===== config.mk =====
export PLATFORM = sky130hd
export DESIGN_NAME = pwm_duty_scheduler
export DESIGN_NICKNAME = d
export VERILOG_FILES = /design/src/rtl/pwm_duty_scheduler.sv
export SDC_FILE = /design/constraint.sdc
export NUM_CORES = 1
export LEC_CHECK = 0
export CAP_MARGIN = 20
export CORE_AREA = 2 2 53 55
export CTS_CLUSTER_SIZE = 28
export DETAILED_ROUTE_END_ITERATION = 7
export DIE_AREA = 0 0 55 57
export SKIP_CTS_REPAIR_TIMING = 1
export SYNTH_ARGS = -nofsm -noshare
export SYNTH_HDL_FRONTEND = slang
export SYNTH_SLANG_ARGS = --single-unit
export TNS_END_PERCENT = 5

===== constraint.sdc =====
create_clock -name clk -period 3 [get_ports clk]
set_clock_uncertainty 0.2 [all_clocks]
set_input_delay 0.6 -clock clk [delete_from_list [all_inputs] [get_ports clk]]
set_output_delay 0.6 -clock clk [all_outputs]
set_load 0.01 [all_outputs]

===== src/rtl/pwm_duty_scheduler.sv =====
`default_nettype none
`timescale 1ns/1ps
// +----------------------------------------------------------------------------+
// | Module  : pwm_duty_scheduler                                               |
// | Purpose : PWM period counter + active duty register; button/host duty      |
// |           requests are staged and applied only at period boundaries.       |
// |           Define PWM_SLEW_EN to ramp active duty one step per period.      |
// | Rev     : 1.0  initial release                                             |
// +----------------------------------------------------------------------------+
module pwm_duty_scheduler #(
  parameter int PERIOD    = 10,
  parameter int INIT_DUTY = 5,
  localparam int DUTY_W   = $clog2(PERIOD + 1)
) (
  input  logic              clk,
  input  logic              rst,
  input  logic              inc_pulse,
  input  logic              dec_pulse,
  input  logic              wr_valid,
  input  logic [DUTY_W-1:0] wr_duty,
  output logic              wr_ready,
  output logic              pwm_out,
  output logic [DUTY_W-1:0] duty_active,
  output logic [DUTY_W-1:0] duty_target,
  output logic              period_end,
  output logic              busy
);

  localparam logic [DUTY_W-1:0] c_PERIOD = DUTY_W'(PERIOD);
  localparam logic [DUTY_W-1:0] c_LAST   = DUTY_W'(PERIOD - 1);
  localparam logic [DUTY_W-1:0] c_INIT   = DUTY_W'(INIT_DUTY);
  localparam logic [DUTY_W-1:0] c_ONE    = DUTY_W'(1);

  typedef enum logic [0:0] {
    IDLE = 1'b0,
    PEND = 1'b1
  } state_e;

  state_e            state_q, state_d;
  logic [DUTY_W-1:0] cnt_q, cnt_d;
  logic [DUTY_W-1:0] active_q, active_d;
  logic [DUTY_W-1:0] target_q, target_d;
  logic              wr_accept;

  assign period_end  = (cnt_q == c_LAST);
  assign pwm_out     = (cnt_q < active_q);
  assign duty_active = active_q;
  assign duty_target = target_q;
  assign wr_ready    = (state_q == IDLE);
  assign busy        = (state_q == PEND);
  assign wr_accept   = wr_valid & wr_ready;

  always_ff @(posedge clk) begin
    if (rst) begin
      state_q  <= IDLE;
      cnt_q    <= '0;
      active_q <= c_INIT;
      target_q <= c_INIT;
    end else begin
      state_q  <= state_d;
      cnt_q    <= cnt_d;
      active_q <= active_d;
      target_q <= target_d;
    end
  end

  always_comb begin
    state_d  = state_q;
    cnt_d    = period_end ? '0 : cnt_q + c_ONE;
    target_d = target_q;
    active_d = active_q;

    // Host write wins; a simultaneous button pulse is dropped, not queued.
    if (wr_accept) begin
      target_d = (wr_duty > c_PERIOD) ? c_PERIOD : wr_duty;
    end else if (inc_pulse && dec_pulse) begin
      target_d = target_q;
    end else if (inc_pulse) begin
      if (target_q != c_PERIOD) target_d = target_q + c_ONE;
    end else if (dec_pulse) begin
      if (target_q != '0) target_d = target_q - c_ONE;
    end

    // Boundary load uses the target registered before this edge.
    if (period_end) begin
`ifdef PWM_SLEW_EN
      if (active_q < target_q) begin
        active_d = active_q + c_ONE;
      end else if (active_q > target_q) begin
        active_d = active_q - c_ONE;
      end
`else
      active_d = target_q;
`endif
    end

    state_d = (active_d != target_d) ? PEND : IDLE;
  end

endmodule
`default_nettype wire


==> impl_metrics.json, run 1 <==
{
  "max_freq_mhz": 361,
  "power.density_nw_per_um2": 376,
  "gr-total-overflow": 0,
  "swShare_pct": 31.4,
  "cp_top_family": "buffers and inverters",
  "syn-cell-area_um2": 987,
  "irDropWorstVdd_uv": 283,
  "post-dp-hpwl_um": 1760,
  "holdPathStages": 1,
  "track_usage_pct": 15.9,
  "drv_slew": 0,
  "netlist.area_leader.share_pct": 26.4,
  "clockPowerShare_pct": 22.2,
  "ys_ff_latch": 13,
  "grt_pass1_wl_um": 3690,
  "comb_power_share_pct": 33.3,
  "synth_edf_count": 0,
  "ys_seq_area_share_pct": 26.4,
  "avgSynthCellArea_um2": 8.16,
  "crit_slowest_cell": "clkdlybuf4s50_1",
  "initial_core_util_pct": 37.8,
  "clk_latency_ns": 0.27,
  "numPortBuffers": 20,
  "htree_levels": 1,
  "stdcell_area_um2": 1250,
  "n_antenna_cell": 0,
  "rows": 19,
  "core_um2": 2620,
  "leakagePower_nw": 0.512,
  "max_slew_margin_pct": 68.2,
  "grt_pass1_vias": 882,
  "reg2reg_to": "busy",
  "crit_fanout": 3,
  "wirelength_um": 2210,
  "drt.antenna.violating_nets": 0,
  "synth.largest_area_cell": "dfxtp_1",
  "r2r-start": "duty_target[0]",
  "final_cell_mix": "clkdlybuf4s50_1, dfxtp_1, nand2_1, nor2_1, ha_1",
  "boundaryPins": 21,
  "worst_hold_path_type": "reg2reg",
  "power_switching_w": 0.000147,
  "total_power_w": 0.000469,
  "layout-drive-gt1-share_pct": 9.79,
  "area_growth_pct": 26.4,
  "synthCells": 121,
  "outcome": "finished, final reports clean",
  "vias": 933,
  "fin_nets": 161,
  "crit_chain": "inv_1, ha_1, a21o_1, a21o_1, a21oi_1, clkdlybuf4s50_1",
  "drcViolationCount": 0,
  "hold_violations": 0,
  "crit_path_frequent_cell": "a21o_1",
  "fin_crit_sh_pct": 92.3,
  "place_ws_ns": 0.310,
  "drv_cap": 0,
  "place_area_um2": 1220,
  "final_core_util_pct": 47.7,
  "ff2ff_setup_slack_ns": 0.45,
  "setup_ws_ns": 0.230,
  "cp_num_buf_inv": 2,
  "fin_crit_ns": 2.77,
  "crit_path_start_kind": "flop",
  "min_from": "cnt_q[0]",
  "cts_tree": "yes",
  "critPathCaptureType": "output port",
  "critical_path_arrival_ns": 1.97,
  "synth_area_leaders": "dfxtp_1, ha_1, nand2_1",
  "post_drt_wl_per_cell_um": 12.7,
  "ff2ff_path_depth": 8,
  "numCtsBuffers": 3,
  "clock_sinks": 13,
  "min_to": "cnt_q[0]",
  "yosysWarnings": 0,
  "cts.root.buffer_cell": "clkbuf_4",
  "die_h_um": 57,
  "synthFlopType": "dfxtp_1",
  "antenna_found_initial": 0,
  "worstPathRequired_ns": 2.20,
  "p_seq_share_pct": 44.5,
  "grt_start_max_net_pins": 14,
  "final_common_cell": "clkdlybuf4s50_1",
  "first_pass_iters": 4,
  "die_width_um": 55,
  "clk_path_buf_depth": 2,
  "setup-tns-final_ns": 0,
  "critPathKind": "reg2out",
  "routed_via_density": 5.36,
  "internal-power_w": 0.000322,
  "dieArea_um2": 3140,
  "cts.clk_slew.worst_paths_ns": 0.08,
  "final-setup-viol-count": 0,
  "ys_types": 43,
  "worst_pin_slew_ns": 0.472,
  "drt_iter0_markers": 31,
  "rsz0062_at_grt": "false",
  "async_reset_ff_share_pct": 0,
  "n_fill_cell": 275,
  "slowest_delay_ns": 0.55,
  "synth_fp_nets": 138,
  "place_congestion": 0.814
}
[power groups by stage]
stage / clock network, W / registers, W / logic [W]
finish: 0.000104 / 0.000209 / 0.000156
global route: 0.000120 / 0.000211 / 0.000175
CTS: 0.000112 / 0.000209 / 0.000158
detailed placement: 0 / 0.000213 / 0.000157
global placement: 0 / 0.000212 / 0.000154
floorplan: 0 / 0.000205 / 0.000108
[final cells by class]
type	instances	area (µm²)	share of cell area, %
timing repair buffer	23	223	17.9
multi-input combinational	95	669	53.7
tap	31	38.8	3.11
inverter	8	30.0	2.41
clock buffer	4	26.3	2.11
sequential	13	260	20.9
[logic make-up (layout without fill, tap and decap cells)]
group           count (synthesis)  count (layout)  synth area share (%)
compound gates                 28              28                  20.9
flops                          13              13                  26.4
xor+xnor                        6               6                  5.32
buf+inv                        13              35                  5.83
fa+ha+maj                       8               8                  10.1
mux                             1               1                  1.14
simple gates                   52              52                  30.3
[synth_stat cells (2+ instances only)]
cell type,instances
nand2_1,10
a211oi_2,2
a41oi_1,2
nand4_1,2
nand3b_1,2
o21ai_0,4
a21oi_1,6
nor3b_1,2
clkbuf_1,3
nor2_1,9
o21a_1,3
nand3_1,4
nor2b_1,2
o22ai_1,2
a21o_1,2
nand2b_1,5
dfxtp_1,13
xnor2_1,3
xor2_1,3
nor3_1,6
ha_1,8
inv_1,7
[state kept, by name (all words and copies together), names as in the netlist]
name         cells
duty_active      4
busy             1
duty_target      4
cnt_q            4
[how the worst max path moves through the flow]
stage	start	end	slack (ns)	cells past startpoint
final	duty_active[1]	pwm_out	0.23	6
after global routing	duty_active[1]	pwm_out	0.06	6
after CTS	duty_active[1]	pwm_out	0.19	6
after detailed placement	inc_pulse	busy	0.31	7
after global placement	inc_pulse	busy	0.36	7
after floorplan	duty_target[0]	busy	0.66	9
[routing by layer]
layer | vias up | track usage (%) | routed length (µm)
met1 | 434 | 19.9 | 1020
met5 | - | 0 | 0
met3 | 2 | 1.83 | 90
met2 | 17 | 27.2 | 1080
li1 | 480 | - | -
met4 | 0 | 6.27 | 16
[stage by stage]
stage               instances  hold WS [ns]
finish                    174         0.313
global route              174         0.365
CTS                       174         0.324
detailed placement        170         0.311
global placement          170         0.306
floorplan                 121         0.277
Power figures use the tool's default switching activity.
==> inputs of run 2 (changes only) <==
==> constraint.sdc (replaced) <==
create_clock -name clk -period 3 [get_ports clk]
set_clock_uncertainty 0.2 [all_clocks]
set_input_delay 0.6 -clock clk [delete_from_list [all_inputs] [get_ports clk]]
set_output_delay 0.6 -clock clk [all_outputs]
set_load 0.05 [all_outputs]
==> run 2 against run 1 <==
Combinational power up 22%. Cell count unchanged. Maximum frequency down 1.6%. Critical endpoint is now period_end. Largest power group unchanged. Highest routed layer unchanged.
==> impl_metrics.json, run 2 (synthesis results as in run 1) <==
{
  "ff2ff_setup_slack_ns": 0.42,
  "routed_via_density": 5.44,
  "hold_slack_ns": 0.335,
  "setup-tns-final_ns": 0,
  "worstPathRequired_ns": 2.20,
  "outcome": "finished, final reports clean",
  "cts.clk_slew.worst_paths_ns": 0.09,
  "numCtsBuffers": 3,
  "vias": 947,
  "drt.antenna.violating_nets": 0,
  "fin_nets": 161,
  "final-setup-viol-count": 0,
  "max_freq_mhz": 355,
  "grt_pass1_vias": 888,
  "place_area_um2": 1220,
  "stdcell_area_um2": 1240,
  "power.density_nw_per_um2": 407,
  "hold_violations": 0,
  "leakagePower_nw": 0.511,
  "layout.area.seq_um2": 260,
  "min_to": "cnt_q[0]",
  "place_congestion": 0.785,
  "antenna_found_initial": 0,
  "n_antenna_cell": 0,
  "initial_core_util_pct": 37.8,
  "reg2reg_to": "busy",
  "cts_tree": "yes",
  "core_um2": 2620,
  "fin_crit_sh_pct": 93.9,
  "holdPathStages": 1,
  "post_drt_wl_per_cell_um": 13.2,
  "numPortBuffers": 20,
  "crit_fanout": 6,
  "track_usage_pct": 16.2,
  "max_slew_margin_pct": 65.4,
  "critPathKind": "reg2out",
  "irDropWorstVdd_uv": 253,
  "fin_crit_ns": 2.82,
  "place_ws_ns": 0.323,
  "area_growth_pct": 26.1,
  "dieArea_um2": 3140,
  "min_from": "cnt_q[0]",
  "layout-drive-gt1-share_pct": 10.5,
  "gr-total-overflow": 0,
  "drv_cap": 0,
  "drcViolationCount": 0,
  "post-dp-hpwl_um": 1780,
  "cts.root.buffer_cell": "clkbuf_4",
  "worst_pin_slew_ns": 0.515,
  "multiInputGateArea_um2": 669,
  "die_h_um": 57,
  "die_width_um": 55,
  "worst_hold_path_type": "reg2reg",
  "wirelength_um": 2290,
  "htree_levels": 1,
  "ff2ff_path_depth": 8,
  "final_cell_mix": "clkdlybuf4s50_1, dfxtp_1, nand2_1, nor2_1, ha_1",
  "boundaryPins": 21,
  "clock_sinks": 13,
  "first_pass_iters": 4,
  "crit_path_start_kind": "flop",
  "r2r-start": "duty_target[0]",
  "final_common_cell": "clkdlybuf4s50_1",
  "grt_start_max_net_pins": 14,
  "clk_latency_ns": 0.27,
  "grt_pass1_wl_um": 3780,
  "clk_path_buf_depth": 2,
  "rows": 19,
  "n_fill_cell": 268,
  "drt_iter0_markers": 17,
  "final_core_util_pct": 47.6,
  "setup_ws_ns": 0.183,
  "critPathCaptureType": "output port",
  "rsz0062_at_grt": "false",
  "critical_path_arrival_ns": 2.02,
  "drv_slew": 0
}
-- run 2: changes by cell type in the layout (fill, tap and decap cells not counted), sizes merged --
cell / change
buf: +1
clkdlybuf4s50: -1
-- run 2: how the worst max path moves through the flow --
| stage | start | endpoint | slack (ns) |
|---|---|---|---|
| floorplan | duty_active[1] | pwm_out | 0.1 |
| global placement | inc_pulse | busy | 0.37 |
| detailed placement | inc_pulse | busy | 0.32 |
| CTS | cnt_q[0] | period_end | 0.16 |
| global route | cnt_q[0] | period_end | 0.1 |
| finish | cnt_q[0] | period_end | 0.18 |
-- run 2: metrics by stage --
step                      total power [W]  std cells
after floorplan                  0.000346        121
after global placement           0.000399        170
after detailed placement         0.000404        170
after CTS                        0.000513        174
after global routing             0.000543        174
final                            0.000506        174
-- run 2: critical path, cell delays in order (launching register included) --
cell             delay (ns)
dfxtp_1                0.42
ha_1                   0.20
nand3b_1               0.21
clkinv_1               0.12
clkdlybuf4s50_1        0.80
-- run 2: where the power goes --
part	leakage [nW]	internal (W)	switching, W
combinational	0.390	0.0000850	0.000106
sequential	0.107	0.000185	0.0000231
clock	0.0150	0.0000514	0.0000561
total	0.511	0.000321	0.000185
-- run 2: routing by layer --
metal	wire length [µm]	share of wire [%]	track usage, %	vias up
met4	14	0.61	6.27	0
met3	60	2.6	2.36	2
met1	1060	46	20.1	452
met5	0	0	0	-
li1	-	-	-	475
met2	1160	51	27.6	18
-- run 2: area by class of cell --
| type | instances | area share (%) |
|---|---|---|
| Sequential cell | 13 | 20.9 |
| Inverter | 8 | 2.41 |
| Clock buffer | 4 | 2.11 |
| Tap cell | 31 | 3.12 |
| Multi-Input combinational cell | 95 | 53.8 |
| Timing Repair Buffer | 23 | 17.7 |
